### src/rtl/rst_seq.sv
// rst_seq
//   Reset sequencer for the per-subsystem active-low resets of one clock
//   domain. After the domain reset releases, every output is held low for
//   HOLD_CYCLES edges, then the outputs release one at a time in index order
//   with GAP_CYCLES edges between releases. A four-phase software request
//   (sw_rst_req / sw_rst_ack) re-runs the whole assert/hold/release sequence.
//
// Ports
//   clk         in   clock, rising edge
//   rstn        in   async active-low reset (release already synchronized)
//   sw_rst_req  in   software reset request, level
//   sw_rst_ack  out  software reset acknowledge, level
//   rstn_out    out  [NUM_OUT] sequenced active-low resets, bit 0 first
//   busy        out  high while a sequence is in progress
//   done        out  high while every output is released
//
// state | meaning
// ------+---------------------------------------------------------------
// HOLD  | all outputs asserted, counting the minimum hold width
// GAP   | some outputs released, counting the gap before releasing idx
// RUN   | all outputs released, software handshake active
module rst_seq #(
  parameter int NUM_OUT     = 4,
  parameter int HOLD_CYCLES = 16,
  parameter int GAP_CYCLES  = 8
) (
  input  logic               clk,
  input  logic               rstn,
  input  logic               sw_rst_req,
  output logic               sw_rst_ack,
  output logic [NUM_OUT-1:0] rstn_out,
  output logic               busy,
  output logic               done
);

  localparam int MAX_CYC = (HOLD_CYCLES > GAP_CYCLES) ? HOLD_CYCLES : GAP_CYCLES;
  localparam int CNT_W   = $clog2(MAX_CYC + 1);
  localparam int IDX_W   = (NUM_OUT > 1) ? $clog2(NUM_OUT) : 1;

  localparam logic [CNT_W-1:0] HOLD_LAST = CNT_W'(HOLD_CYCLES - 1);
  localparam logic [CNT_W-1:0] GAP_LAST  = CNT_W'(GAP_CYCLES - 1);
  localparam logic [IDX_W-1:0] IDX_LAST  = IDX_W'(NUM_OUT - 1);

  typedef enum logic [1:0] {
    HOLD = 2'd0,
    GAP  = 2'd1,
    RUN  = 2'd2
  } state_t;

  state_t           state;
  logic [CNT_W-1:0] cnt;
  logic [IDX_W-1:0] idx;
  // Set when a request is accepted; resolved on the first RUN edge to decide
  // whether the requester is still waiting for an acknowledge.
  logic             pending;

  always_ff @(posedge clk or negedge rstn) begin
    if (!rstn) begin
      state      <= HOLD;
      cnt        <= '0;
      idx        <= '0;
      pending    <= 1'b0;
      rstn_out   <= '0;
      busy       <= 1'b1;
      done       <= 1'b0;
      sw_rst_ack <= 1'b0;
    end else begin
      case (state)
        HOLD: begin
          if (cnt == HOLD_LAST) begin
            cnt      <= '0;
            rstn_out <= NUM_OUT'(1);
            if (NUM_OUT == 1) begin
              state <= RUN;
              done  <= 1'b1;
              busy  <= 1'b0;
            end else begin
              idx   <= IDX_W'(1);
              state <= GAP;
            end
          end else begin
            cnt <= cnt + CNT_W'(1);
          end
        end

        GAP: begin
          if (cnt == GAP_LAST) begin
            cnt      <= '0;
            rstn_out <= rstn_out | (NUM_OUT'(1) << idx);
            if (idx == IDX_LAST) begin
              state <= RUN;
              done  <= 1'b1;
              busy  <= 1'b0;
            end else begin
              idx <= idx + IDX_W'(1);
            end
          end else begin
            cnt <= cnt + CNT_W'(1);
          end
        end

        RUN: begin
          if (pending) begin
            // Acknowledge only if the requester is still holding req.
            sw_rst_ack <= sw_rst_req;
            pending    <= 1'b0;
          end else if (sw_rst_ack) begin
            if (!sw_rst_req) sw_rst_ack <= 1'b0;
          end else if (sw_rst_req) begin
            rstn_out <= '0;
            done     <= 1'b0;
            busy     <= 1'b1;
            pending  <= 1'b1;
            cnt      <= '0;
            idx      <= '0;
            state    <= HOLD;
          end
        end

        default: begin
          state <= HOLD;
          cnt   <= '0;
        end
      endcase
    end
  end

endmodule

### config.mk
export PLATFORM = sky130hd
export DESIGN_NAME = rst_seq
export DESIGN_NICKNAME = d
export VERILOG_FILES = /design/src/rtl/rst_seq.sv
export SDC_FILE = /design/constraint.sdc
export NUM_CORES = 1
export LEC_CHECK = 0
export BUFFER_PORTS_ARGS = -buffer_cell sky130_fd_sc_hd__buf_4
export CAP_MARGIN = 5
export CORE_MARGIN = 4
export CORE_UTILIZATION = 43
export CTS_BUF_LIST = sky130_fd_sc_hd__clkbuf_4
export DETAILED_ROUTE_END_ITERATION = 10
export SETUP_SLACK_MARGIN = 0.05
export SYNTH_ARGS = -nofsm -noshare
export SYNTH_HDL_FRONTEND = slang
export SYNTH_SLANG_ARGS = --single-unit
### constraint.sdc
create_clock -name clk -period 2.1 [get_ports clk]
set_clock_uncertainty 0.2 [all_clocks]
set_input_delay 0.42 -clock clk [delete_from_list [all_inputs] [get_ports clk]]
set_output_delay 0.42 -clock clk [all_outputs]
set_load 0.05 [all_outputs]
==> results.sh, run 1 <==
export IMPL_start_kind="flip-flop"
export IMPL_yosysWarningCount=0
export IMPL_share_seq_of_total_power_pct=51.5
export IMPL_finalSetupTns_ps=0
export IMPL_use_met3_pct=4.75
export IMPL_cts_tree="built"
export IMPL_core_area_um2=2250
export IMPL_grt_util_met2_pct=21.4
export IMPL_p_leak_uw=0.000603
export IMPL_timing_hold_violations_final=0
export IMPL_grt_pass1_vias=780
export IMPL_clk_latency_ps=290
export IMPL_slew_headroom_pct=78.3
export IMPL_utilization_pct=57.5
export IMPL_row_count=17
export IMPL_die_h_um=57.3
export IMPL_cts_made_buffers=3
export IMPL_synth_nets=120
export IMPL_internal_power_uw=486
export IMPL_start_util_pct=46.3
export IMPL_clock_tree_buffer_depth=2
export IMPL_cts_clk_slew_worst_paths_ps=100
export IMPL_async_flop_share_pct=100
export IMPL_layout_common_cells="buf_4, dfrtp_1, nand2_1"
export IMPL_cp_end_kind="flip-flop"
export IMPL_worstPathRequired_ps=2110
export IMPL_antenna_found_initial=0
export IMPL_worst_pin_slew_ps=325
export IMPL_final_area_um2=1300
export IMPL_routed_wirelength_mm=2.02
export IMPL_first_iter_violations=20
export IMPL_clock_sinks=17
export IMPL_drv_slew=0
export IMPL_setup_ws_ps=94.2
export IMPL_drive_above_1_share_pct=33.3
export IMPL_ys_types=40
export IMPL_diodes=0
export IMPL_final_common_cell="buf_4"
export IMPL_ir_drop_v=0.000520
export IMPL_p_sw_share_pct=28.2
export IMPL_top_usage_layer="met2"
export IMPL_grt_usage_pct=12.9
export IMPL_p_sw_uw=191
export IMPL_synth_flop_cell="dfrtp_1"
export IMPL_synth_top_family_by_area="compound AO/OA/AOI/OAI gates"
export IMPL_criticalPathCategory="reg -> reg"
export IMPL_yosys_area_share_xor_xnor_pct=0
export IMPL_hp_class="in -> reg"
export IMPL_power_frac_clock_pct=27.5
export IMPL_synth_avg_cell_area_um2=9.84
export IMPL_grt_max_degree=18
export IMPL_arrival_ps=2020
export IMPL_final_antenna_net_count=0
export IMPL_outcome="finished, final reports clean"
export IMPL_synth_yosys_seq_area_share_pct=40.9
export IMPL_synthCells=106
export IMPL_drc=0
export IMPL_htree_levels=1
export IMPL_crit_chain="ha_2 -> nand3_2 -> inv_2 -> ha_4 -> nor2b_4 -> o21ba_4 -> or4_4 -> o211ai_2"
export IMPL_final_nets=141
export IMPL_vias=822
export IMPL_viasPerCell=5.34
export IMPL_num_io_pins=10
export IMPL_setup_viol=0
export IMPL_synth_edf_count=0
export IMPL_fmax_mhz=499
export IMPL_hold_slack_ps=168
export IMPL_routabilityCongestion=0.828
export IMPL_slowest_stage="or4_4"
export IMPL_synth_compound_area_share_pct=19.1
export IMPL_io_buffers=9
export IMPL_synthMuxAreaShare_pct=2.04
export IMPL_synthAdderAreaFrac_pct=13.2
export IMPL_die_area_um2=3280
export IMPL_pre_cts_ws_ps=7.44
export IMPL_syn2layout_area_growth_pct=24.3
export IMPL_dp_hpwl_mm=1.46
export IMPL_die_x_um=57.3
export IMPL_fin_crit_ps=2010
export IMPL_synth_simple_gate_area_share_pct=18.5
export IMPL_syn_area_um2=1040
export IMPL_overflow=0
export IMPL_max_stage_delay_ps=480
export IMPL_n_fill_cell=209
export IMPL_p_comb_share_pct=21.0
export IMPL_grtUsageMet1_pct=16.3
export IMPL_drtPass1Iterations=4
export IMPL_grt_pass1_wl_mm=3.34
export IMPL_routedWlPerCell_um=13.1
export IMPL_rsz0062_at_grt="true"
export IMPL_dpl_cell_area_um2=1170
export IMPL_critPathMaxFanout=5
export IMPL_power_density_nw_per_um2=522
export IMPL_ys_ff_latch=17
export IMPL_clock_root_buffer="clkbuf_4"
export IMPL_post_route_period_util_pct=95.5
export IMPL_maxCapViolations=0
## area by class of cell
type                            instances  area, µm²  share of cell area (%)
Sequential cell                        17        428                    33.0
Timing Repair Buffer                   21        160                    12.3
Inverter                                9       33.8                    2.60
Clock buffer                            4       30.0                    2.31
Multi-Input combinational cell         75        611                    47.1
Tap cell                               28       35.0                    2.70
## power by group through the flow
stage                     registers [µW]  logic (µW)  clock network (µW)
after floorplan                      379        71.5                   0
after global placement               355         132                   0
after detailed placement             356         133                   0
after CTS                            349         138                 194
after global routing                 351         156                 205
final                                349         142                 186
## Yosys cell counts (all sizes together) (2+ instances only)
master | count | share of area [%]
dfrtp | 16 | 38
ha | 11 | 13
nand2 | 10 | 3.6
a31oi | 9 | 5.4
inv | 9 | 3.2
a21oi | 6 | 3.2
buf | 3 | 2.0
clkbuf | 3 | 1.1
nand3 | 3 | 1.4
nor2 | 3 | 1.1
o21ai | 3 | 1.4
and2 | 2 | 1.4
nand2b | 2 | 1.2
nor2b | 2 | 1.2
nor3 | 2 | 0.96
## through the flow
stage / instances / total power (µW)
floorplan: 106 / 451
finish: 154 / 677
detailed placement: 143 / 489
global route: 154 / 712
CTS: 150 / 681
global placement: 143 / 487
## flip-flops by register name (all words and copies together) (netlist names)
register / cells
cnt: 5
rstn_out: 4
idx: 2
state: 2
busy: 1
done: 1
pending: 1
sw_rst_ack: 1
## worst max-delay path, delay by kind of cell, from the launching register on
family	cells	cell delay, ps
AND/OR/NAND/NOR	3	670
buffers and inverters	1	50
adder cells (fa/ha/maj)	2	350
flip-flops	1	400
AO/OA/AOI/OAI	2	250
## worst paths after layout
| kind | from | endpoint | slack (ps) | cells past startpoint |
|---|---|---|---|---|
| min in group asynchronous | rstn | cnt[1] | 320 | 2 |
| worst max register to register | cnt[0] | cnt[3] | 90 | 8 |
| worst min register to register | cnt[4] | cnt[4] | 340 | 2 |
| worst min-delay path | sw_rst_req | sw_rst_ack | 170 | 3 |
| max in group asynchronous | rstn | busy | 1130 | 2 |
| worst max-delay path | cnt[0] | cnt[3] | 90 | 8 |
## layer usage
metal	up-vias	part of all wire, %
met1	383	48
met5	-	0
li1	423	-
met4	0	0.84
met2	14	47
met3	2	4.3
## logic make-up (layout without fill, tap and decap cells)
group	Yosys count	count (layout)
DFF	17	17
adders and majority gates	11	11
and+or+nand+nor	33	33
buffers and inverters	15	34
muxes	2	2
AOI/OAI and AO/OA	28	29
## repair_timing
| item | in CTS | in global routing |
|---|---|---|
| endpoints found under the setup margin | 3 | 4 |
| resized for setup | 2 | 7 |
| pin swaps | 0 | 3 |
| hold buffers | 1 | 0 |
| setup buffers | 2 | 3 |
| gates cloned | 0 | 1 |
| hold endpoints to repair | 16 | 0 |
(Power assumes the default switching activity.)
==> run 2, diff against run 1 <==
BUFFER_PORTS_ARGS = -buffer_cell sky130_fd_sc_hd__buf_2   (was -buffer_cell sky130_fd_sc_hd__buf_4)
clock period = 1.95 ns   (was 2.1 ns; I/O delays follow)
==> results.sh, run 2 (synthesis gave the netlist of run 1 again) <==
export IMPL_outcome="finished with violations"
export IMPL_failed_checks="negative setup slack"
export IMPL_fin_total_pwr_uw=756
export IMPL_layout_common_cells="buf_4, dfrtp_1, nand2_1"
export IMPL_rsz0062_at_grt="true"
export IMPL_share_seq_of_total_power_pct=49.7
export IMPL_arrival_ps=2020
export IMPL_min_from="sw_rst_req"
export IMPL_p_comb_share_pct=21.5
export IMPL_timing_rr_start="cnt[1]"
export IMPL_die_x_um=57.3
export IMPL_utilization_pct=59.7
export IMPL_grt_max_degree=18
export IMPL_final_nets=147
export IMPL_grt_pass1_vias=881
export IMPL_drv_slew=0
export IMPL_p_leak_uw=0.000639
export IMPL_first_iter_violations=27
export IMPL_worstPathRequired_ps=1940
export IMPL_worst_pin_slew_ps=418
export IMPL_final_antenna_net_count=0
export IMPL_start_kind="flip-flop"
export IMPL_setup_ws_ps=-81.0
export IMPL_clock_root_buffer="clkbuf_4"
export IMPL_num_io_pins=10
export IMPL_start_util_pct=46.3
export IMPL_io_buffers=9
export IMPL_row_count=17
export IMPL_vias=871
export IMPL_clock_tree_buffer_depth=2
export IMPL_reg_top3="cnt x5, rstn_out x4"
export IMPL_register_area_um2=428
export IMPL_viasPerCell=5.44
export IMPL_grt_usage_pct=15.1
export IMPL_power_frac_clock_pct=28.8
export IMPL_hp_class="in -> reg"
export IMPL_fmax_mhz=492
export IMPL_htree_levels=1
export IMPL_multi_input_area_um2=622
export IMPL_setup_viol=8
export IMPL_clk_latency_ps=300
export IMPL_cts_clk_slew_worst_paths_ps=110
export IMPL_clock_sinks=17
export IMPL_drtPass1Iterations=4
export IMPL_grt_pass1_wl_mm=3.86
export IMPL_maxCapViolations=0
export IMPL_routedWlPerCell_um=14.7
export IMPL_final_common_cell="buf_4"
export IMPL_slew_headroom_pct=72.2
export IMPL_dp_hpwl_mm=1.67
export IMPL_diodes=0
export IMPL_overflow=0
export IMPL_post_route_period_util_pct=104
export IMPL_fin_crit_ps=2030
export IMPL_cp_end_kind="flip-flop"
export IMPL_cp_startpoint="cnt[1]"
export IMPL_criticalPathCategory="reg -> reg"
export IMPL_largest_register_ffs=5
export IMPL_drc=0
export IMPL_dpl_cell_area_um2=1220
export IMPL_p_sw_share_pct=30.4
export IMPL_die_h_um=57.3
export IMPL_largest_register="cnt"
export IMPL_syn2layout_area_growth_pct=29.0
export IMPL_p_sw_uw=230
export IMPL_drive_above_1_share_pct=39.4
export IMPL_rrSetupSlack_ps=-80
export IMPL_core_area_um2=2250
export IMPL_cts_tree="built"
export IMPL_power_density_nw_per_um2=561
export IMPL_routabilityCongestion=0.814
export IMPL_die_area_um2=3280
export IMPL_ir_drop_v=0.000298
export IMPL_n_fill_cell=203
export IMPL_critPathMaxFanout=10
export IMPL_routed_wirelength_mm=2.35
export IMPL_internal_power_uw=526
export IMPL_timing_hold_violations_final=0
export IMPL_cts_made_buffers=3
export IMPL_antenna_found_initial=0
export IMPL_final_area_um2=1350
run 2: cell types whose count changed in the layout (fill, tap and decap cells not counted), moves of 2 or more:
cell and delta:
buf_6 +2, o21ai_0 -2, buf_4 -4, buf_2 +9
run 2: worst paths after layout:
kind,end,cells after the start
setup / recovery,rstn_out[2],10
hold / removal,sw_rst_ack,3
setup reg to reg,rstn_out[2],10
hold reg to reg,busy,2
max in group asynchronous,busy,2
min in group asynchronous,cnt[2],2
run 2: what timing repair did:
action	in CTS	in global routing
hold buffers	1	0
hold endpoints to repair	16	0
pin swaps	2	5
resized for setup	3	11
cloned	0	0
setup buffers	0	3
endpoints found under the setup margin	10	11
run 2: worst max-delay path, cell delays in order, from the launching register on:
cell and delay [ps]:
dfrtp_1 410, ha_2 200, nand3_2 70, inv_2 50, ha_4 140, nor2b_2 140, o21ba_4 200, buf_4 140
buf_6 140, a31oi_1 170, a31oi_1 60
run 2: final cells by class:
type                       instances  area share [%]
clock buffer                       4            2.23
inverter                           9            2.51
multi-input combinational         74            46.2
sequential                        17            31.8
tap                               28            2.60
timing repair buffer              28            14.7
run 2: through the flow:
stage,std cells,hold slack [ps],setup TNS [ps],setup WS [ps]
after floorplan,106,-106,-278,-113
after global placement,152,135,-27.0,-21.8
after detailed placement,152,148,-198,-78.0
after CTS,157,110,-28.6,-28.6
after global routing,160,139,-925,-137
final,160,119,-433,-81.0
run 2: power groups by stage:
stage / sequential, µW / clock (µW) / combinational (µW)
after floorplan: 408 / 0 / 77.9
after global placement: 381 / 0 / 147
after detailed placement: 382 / 0 / 149
after CTS: 375 / 224 / 154
after global routing: 378 / 238 / 177
final: 375 / 217 / 163
run 2: layer usage:
metal / track usage, % / part of all wire [%]
met3: 2.04 / 4.0
met2: 23.3 / 46
met4: 8.94 / 2.9
met5: 0 / 0
met1: 20.0 / 47
